==> config.mk <==
export PLATFORM = sky130hd
export DESIGN_NAME = change_dispenser
export DESIGN_NICKNAME = d
export VERILOG_FILES = /design/src/rtl/change_dispenser.sv
export SDC_FILE = /design/constraint.sdc
export NUM_CORES = 1
export LEC_CHECK = 0
export ABC_AREA = 0
export CORE_MARGIN = 3
export CORE_UTILIZATION = 40
export CTS_CLUSTER_SIZE = 16
export DETAILED_ROUTE_END_ITERATION = 10
export GPL_ROUTABILITY_DRIVEN = 1
export HOLD_SLACK_MARGIN = 0.12
export MAX_ROUTING_LAYER = met4
export PLACE_DENSITY = 0.59
export SLEW_MARGIN = 5
export SYNTH_ARGS = -nofsm -noshare
export SYNTH_HDL_FRONTEND = slang
export SYNTH_SLANG_ARGS = --single-unit
==> constraint.sdc <==
create_clock -name clk -period 13.8 [get_ports clk]
set_input_delay 3.45 -clock clk [delete_from_list [all_inputs] [get_ports clk]]
set_output_delay 3.45 -clock clk [all_outputs]
set_load 0.1 [all_outputs]
==> src/rtl/change_dispenser.sv <==
// change_dispenser: pays out a set of note counts, largest denomination first, one note per hopper handshake.
// Define CHANGE_DISPENSER_INVENTORY_EN to add per-denomination stock, restock and shortfall tracking.
//
// state  | meaning
// IDLE   | waiting for load
// SELECT | choosing highest denomination still owed
// EJECT  | eject_valid held until the hopper accepts
// GAP    | EJECT_GAP quiet cycles between notes
// DONE   | one-cycle done pulse, then IDLE

module change_dispenser #(
  parameter int unsigned INIT_STOCK = 50,
  parameter int unsigned EJECT_GAP  = 2
) (
  input  logic        clk,
  input  logic        rst,
  input  logic        load,
  input  logic [31:0] notes_100,
  input  logic [31:0] notes_50,
  input  logic [31:0] notes_20,
  input  logic [31:0] notes_10,
  input  logic [31:0] notes_5,
  input  logic        restock,
  input  logic        eject_ready,
  output logic        eject_valid,
  output logic [2:0]  eject_denom,
  output logic        busy,
  output logic        done,
  output logic [31:0] paid_total,
  output logic [31:0] shortfall
);

  localparam int unsigned GW = (EJECT_GAP > 1) ? $clog2(EJECT_GAP) : 1;
  localparam logic [GW-1:0] GAP_LOAD = (EJECT_GAP > 0) ? GW'(EJECT_GAP - 1) : '0;

  typedef enum logic [2:0] {
    S_IDLE,
    S_SELECT,
    S_EJECT,
    S_GAP,
    S_DONE
  } state_e;

  // Denomination index 0..4 = 5,10,20,50,100; eject code is index+1.
  function automatic logic [31:0] note_value(input logic [2:0] idx);
    case (idx)
      3'd0:    note_value = 32'd5;
      3'd1:    note_value = 32'd10;
      3'd2:    note_value = 32'd20;
      3'd3:    note_value = 32'd50;
      3'd4:    note_value = 32'd100;
      default: note_value = 32'd0;
    endcase
  endfunction

  state_e        state_q;
  logic [31:0]   rem_q [5];
  logic [2:0]    cur_q;
  logic [GW-1:0] gap_q;
  logic          eject_valid_q;
  logic [2:0]    eject_denom_q;
  logic          busy_q;
  logic          done_q;
  logic [31:0]   paid_q;

`ifdef CHANGE_DISPENSER_INVENTORY_EN
  logic [7:0]    stock_q [5];
  logic [31:0]   short_q;
`else
  logic          unused_restock;
  assign unused_restock = restock;
`endif

  logic          any_d;
  logic [2:0]    top_d;

  always_comb begin
    any_d = 1'b0;
    top_d = '0;
    for (int i = 0; i < 5; i++) begin
      if (rem_q[i] != '0) begin
        any_d = 1'b1;
        top_d = 3'(i);
      end
    end
  end

  always_ff @(posedge clk) begin
    if (rst) begin
      state_q       <= S_IDLE;
      cur_q         <= '0;
      gap_q         <= '0;
      eject_valid_q <= 1'b0;
      eject_denom_q <= '0;
      busy_q        <= 1'b0;
      done_q        <= 1'b0;
      paid_q        <= '0;
      for (int i = 0; i < 5; i++) rem_q[i] <= '0;
`ifdef CHANGE_DISPENSER_INVENTORY_EN
      short_q       <= '0;
      for (int i = 0; i < 5; i++) stock_q[i] <= 8'(INIT_STOCK);
`endif
    end else begin
      done_q <= 1'b0;
      case (state_q)
        S_IDLE: begin
          if (load) begin
            rem_q[0] <= notes_5;
            rem_q[1] <= notes_10;
            rem_q[2] <= notes_20;
            rem_q[3] <= notes_50;
            rem_q[4] <= notes_100;
            paid_q   <= '0;
`ifdef CHANGE_DISPENSER_INVENTORY_EN
            short_q  <= '0;
`endif
            busy_q   <= 1'b1;
            state_q  <= S_SELECT;
          end
        end

        S_SELECT: begin
          if (!any_d) begin
            done_q  <= 1'b1;
            state_q <= S_DONE;
          end
`ifdef CHANGE_DISPENSER_INVENTORY_EN
          // Out of this note: write off what is owed in it and re-pick next cycle.
          else if (stock_q[top_d] == '0) begin
            short_q       <= short_q + note_value(top_d) * rem_q[top_d];
            rem_q[top_d]  <= '0;
          end
`endif
          else begin
            cur_q         <= top_d;
            eject_valid_q <= 1'b1;
            eject_denom_q <= top_d + 3'd1;
            state_q       <= S_EJECT;
          end
        end

        S_EJECT: begin
          if (eject_ready) begin
            eject_valid_q <= 1'b0;
            eject_denom_q <= '0;
            paid_q        <= paid_q + note_value(cur_q);
            if (rem_q[cur_q] != '0) rem_q[cur_q] <= rem_q[cur_q] - 32'd1;
`ifdef CHANGE_DISPENSER_INVENTORY_EN
            if (stock_q[cur_q] != '0) stock_q[cur_q] <= stock_q[cur_q] - 8'd1;
`endif
            if (EJECT_GAP == 0) begin
              state_q <= S_SELECT;
            end else begin
              gap_q   <= GAP_LOAD;
              state_q <= S_GAP;
            end
          end
        end

        S_GAP: begin
          if (gap_q == '0) state_q <= S_SELECT;
          else             gap_q   <= gap_q - 1'b1;
        end

        S_DONE: begin
          busy_q  <= 1'b0;
          state_q <= S_IDLE;
        end

        default: state_q <= S_IDLE;
      endcase
`ifdef CHANGE_DISPENSER_INVENTORY_EN
      // Placed after the case so a coincident handshake decrement is overridden.
      if (restock) begin
        for (int i = 0; i < 5; i++) stock_q[i] <= 8'(INIT_STOCK);
      end
`endif
    end
  end

  assign eject_valid = eject_valid_q;
  assign eject_denom = eject_denom_q;
  assign busy        = busy_q;
  assign done        = done_q;
  assign paid_total  = paid_q;
`ifdef CHANGE_DISPENSER_INVENTORY_EN
  assign shortfall   = short_q;
`else
  assign shortfall   = '0;
`endif

endmodule
Yosys cells after proc, flatten, opt, wreduce, memory -nomap -nowiden
Memory sizes are Yosys's and may differ from the RTL's. A register that Yosys moved wholly into a read port is not among the register bits.
Cells that the tools add are included.
{"block": "classes", "addsub": 4, "n_eq_ne": 12, "muxes": 54, "n_bitwise": 6, "reduce_logical": 20}
{"op": "$mux 32", "n": 11}
{"op": "$reduce_bool 32->1", "n": 6}
{"op": "$pmux 32 s2", "n": 1}
{"op": "$mux 3", "n": 12}
{"op": "$pmux 7 s5", "n": 1}
{"op": "$add 32x32->32", "n": 1}
{"op": "$reduce_or 32->1", "n": 1}
{"op": "$sub 32x1->32 const B", "n": 1}
{"op": "$mux 1", "n": 24}
{"op": "$eq 3x2->1 const B", "n": 4}
{"op": "$pmux 3 s4", "n": 1}
{"op": "$reduce_and 3->1", "n": 3}
{"op": "$ne 2x2->1 const B", "n": 4}
{"op": "$reduce_bool 2->1", "n": 4}
{"op": "$eq 3x1->1 const B", "n": 2}
{"op": "$eq 3x3->1 const B", "n": 2}
{"op": "$logic_not 3->1", "n": 2}
{"op": "$pmux 1 s2", "n": 3}
{"op": "$pmux 3 s2", "n": 1}
{"op": "$reduce_and 2->1", "n": 3}
{"op": "$or 1x1->1", "n": 5}
{"op": "$add 3x1->3 const B", "n": 1}
{"op": "$reduce_or 2->1", "n": 1}
{"op": "$not 1->1", "n": 1}
{"op": "$sub 1x1->1 const B", "n": 1}
{"block": "word_totals", "ff_bits": 45, "mem_bits_rw": 160, "output_inout_bits": 70, "mem_count": 1}
{"name": "rem_q", "words": 5, "word_bits": 32, "rd": 6, "rd_ports_with_merged_regs": 1, "wr": 5, "line_no": "57", "text": "logic [31:0] rem_q [5];"}

Depth between registers and ports, before layout
An unclocked memory read counts as a cell.
{"block": "logic_depth", "depth_word": 10, "mapped_depth": 15, "ltp_nobuf": 11}

Worst setup path before layout
Ideal clock, no wire load.
{"block": "synth_timing", "path_kind": "input port to flip-flop", "from": "input port eject_ready", "to": "memory rem_q[5][0] (enable)", "t_arrival_ns": 6.604, "required_ns": 13.339, "setup_slack_ns": 6.735, "stages": 6, "path_buffers": 1, "path_cell_list": "nand2_1 or3_1 clkbuf_1 nor2_1 nand2_1 nor3_1"}
{"item": "from (decl)", "line_no": "24", "text": "input logic eject_ready,"}
{"item": "to (decl)", "line_no": "57"}

==> flow_metrics.env <==
export IMPL_synth_async_reset_ratio=0
export IMPL_hold_path_class="reg -> reg"
export IMPL_antenna_left=0
export IMPL_outcome="complete, no violations"
export IMPL_die_h_um=203
export IMPL_cts_root_buf="clkbuf_16"
export IMPL_cts_buffers_inserted=36
export IMPL_grt_remaining_overflow=0
export IMPL_synth_area_leaders="edfxtp_1 (49%), mux4_2 (6.5%), dfxtp_1 (6.2%)"
export IMPL_drt_iter0_markers=1135
export IMPL_crit_top_cell="nand2_1"
export IMPL_cpPeakStageDelay_ps=670
export IMPL_reg2reg_to="rem_q[4][30]"
export IMPL_finClkSkew_ps=17.9
export IMPL_power_density_mw_per_mm2=130
export IMPL_critPathSlowestCell="nand2_1"
export IMPL_die_area_mm2=0.0414
export IMPL_final_instance_count_excl_fill=2013
export IMPL_cts_tree="yes"
export IMPL_cts_path_max_buffers=3
export IMPL_syn_avg_cell_area_um2=12.1
export IMPL_critPathKind="in -> reg"
export IMPL_ctsHoldBuffers=0
export IMPL_synthMuxAreaShare=0.109
export IMPL_synthCells=1291
export IMPL_period_minus_slack_ps=6620
export IMPL_holdPathStages=2
export IMPL_tns_ps=0
export IMPL_grt_pass1_vias=11800
export IMPL_slew_violations=0
export IMPL_worst_setup_path_end_kind="register"
export IMPL_yosysSeqAreaShare=0.555
export IMPL_num_antenna_cells=0
export IMPL_hp_start="eject_valid"
export IMPL_synth_compound_gate_area_share=0.113
export IMPL_clock_sinks=304
export IMPL_cp_max_fo=24
export IMPL_final_period_utilization=0.480
export IMPL_synth_xor_area_frac=0.0292
export IMPL_holdPathEnd="eject_valid"
export IMPL_drc=0
export IMPL_yosys_warnings=0
export IMPL_chipWidth_um=203
export IMPL_total_power_mw=2.48
export IMPL_postPlaceCellArea_mm2=0.0179
export IMPL_yosys_register_bits=304
export IMPL_arrival_ps=6790
export IMPL_dr_pass1_iters=5
export IMPL_antenna_found_initial=1
export IMPL_ys_flop_type="edfxtp_1"
export IMPL_worstPathRequired_ps=13970
export IMPL_grt_pass1_wl_um=75600
export IMPL_yosys_area_share_simple=0.134
export IMPL_core_mm2=0.0380
export IMPL_vdd_drop_max_mv=0.0784
export IMPL_tightestPinTransition_ps=1190
export IMPL_h_tree_depth=2
export IMPL_synth_top_family_by_area="simple AND/OR/NAND/NOR gates"
export IMPL_clk_latency_ps=550
export IMPL_wl_um=51700
export IMPL_synthAdderAreaFrac=0.00931
export IMPL_start_kind="input pin"
export IMPL_synth_edf_count=256
export IMPL_wire_per_inst_um=25.7
export IMPL_cts_resized_gates=0
export IMPL_finalWeightedCongestion=0.916
export IMPL_reg2reg_depth=10
export IMPL_rows=71
export IMPL_yosys_top_cells_count="edfxtp_1 (256), nand2_1 (130), o21ai_0 (101)"
export IMPL_vias_per_cell=5.81
export IMPL_start_util=0.410
export IMPL_stdcell_area_mm2=0.0191
export IMPL_leakagePower_nw=6.47
export IMPL_met2_usage=0.413
export IMPL_dp_hpwl_um=36600
export IMPL_synth_top_area_frac=0.493
export IMPL_rsz0062_at_grt="no"
export IMPL_track_usage=0.252
export IMPL_vias=11700
export IMPL_portBuffers=201
export IMPL_synth_distinct_cells=67
export IMPL_post_synth_top_count_cell="edfxtp_1"
export IMPL_hold_violations=0
export IMPL_synth_area_mm2=0.0156
export IMPL_grt_max_degree=104
export IMPL_path_clk_slew_ps=60
export IMPL_crit_chain="clkdlybuf4s50_1, nand2_1, or3_1, nor4_1, nand2_1, nand2_1, buf_4"
export IMPL_finalSetupViolCount=0
export IMPL_maxCapViolations=0
export IMPL_area_growth_pct=22.3
export IMPL_yosysTopAreaCell="edfxtp_1"
export IMPL_post_cts_setup_buffer_count=0
export IMPL_grtUsageMet1=0.331
export IMPL_final_net_count=1650
export IMPL_place_inst=1947
export IMPL_use_met3=0.0308
export IMPL_slew_headroom=0.201
export IMPL_fmax_mhz=151
export IMPL_rrSetupSlack_ps=7660
export IMPL_whs_ps=476
export IMPL_io_pins=235
export IMPL_drive_gt1_frac=0.101
export IMPL_grt_busiest_layer="met2"
-- worst max-delay path, delay by kind of cell --
kind,cells,cell delay (ps)
buf+inv,2,1020
simple gates,5,2290
-- flip-flops by register name (all words and copies together), names as in the netlist, named ones only --
name and cells:
busy 1, done 1, gap_q 1, paid_total 32, cur_q 3, state_q 3
eject_denom 3, eject_valid 1, rem_q 256
-- cells in the final DEF (no fill, tap or decap), types with 21 or more instances in the layout --
cell             count
a22o_1              75
buf_4               23
clkbuf_16           36
clkdlybuf4s50_1    201
conb_1              32
dfxtp_1             45
edfxtp_1           256
inv_1               27
mux2i_1             56
mux4_2              45
nand2_1            130
nand3_1             31
nand4_1             23
nor2_1              70
nor3_1              40
nor4_1              48
o21ai_0            101
xnor2_1             31
xor2_1              21
-- power by group --
| part | internal (mW) | switching (mW) | leakage [nW] |
|---|---|---|---|
| clock network | 0.577 | 0.392 | 0.590 |
| logic | 0.140 | 0.245 | 2.89 |
| registers | 1.07 | 0.0582 | 2.99 |
-- routing by layer --
metal  vias to the layer above  wire [um]
li1                       5272          -
met1                      5828      21400
met2                       506      25500
met3                        90       3270
met4                         0       1500
met5                         -          0
-- per-stage QoR --
step                worst slack [ps]   util
floorplan                       6740      -
global placement                6700  0.469
detailed placement              6680  0.469
CTS                             7230  0.501
global route                    7020  0.501
finish                          7180  0.501
-- layout make-up --
class,instances,area (um^2)
clock inverters,20,233
inverters,27,101
clock buffers,46,968
fillers,3444,19000
flip-flops and latches,304,8650
multi-input cells,881,6270
repair buffers,224,2180
well taps,511,639
-- worst max path at each step --
stage,start,endpoint,slack [ps]
after global placement,eject_ready,rem_q[2][30],6700
after floorplan,eject_ready,rem_q[5][0],6740
final,eject_ready,rem_q[2][26],7180
after CTS,eject_ready,rem_q[2][31],7230
after global routing,eject_ready,rem_q[2][31],7020
after detailed placement,eject_ready,rem_q[2][30],6680
-- kinds of logic (layout without fill, tap and decap cells) --
family          count (synthesis)  count (layout)
xor+xnor                       52              52
compound gates                261             261
flops                         304             304
buf+inv                       137             317
mux                           110             110
simple gates                  415             415
fa+ha+maj                      11              11
other cells                     1              32
Note: power is estimated with default switching activity, not from simulation.
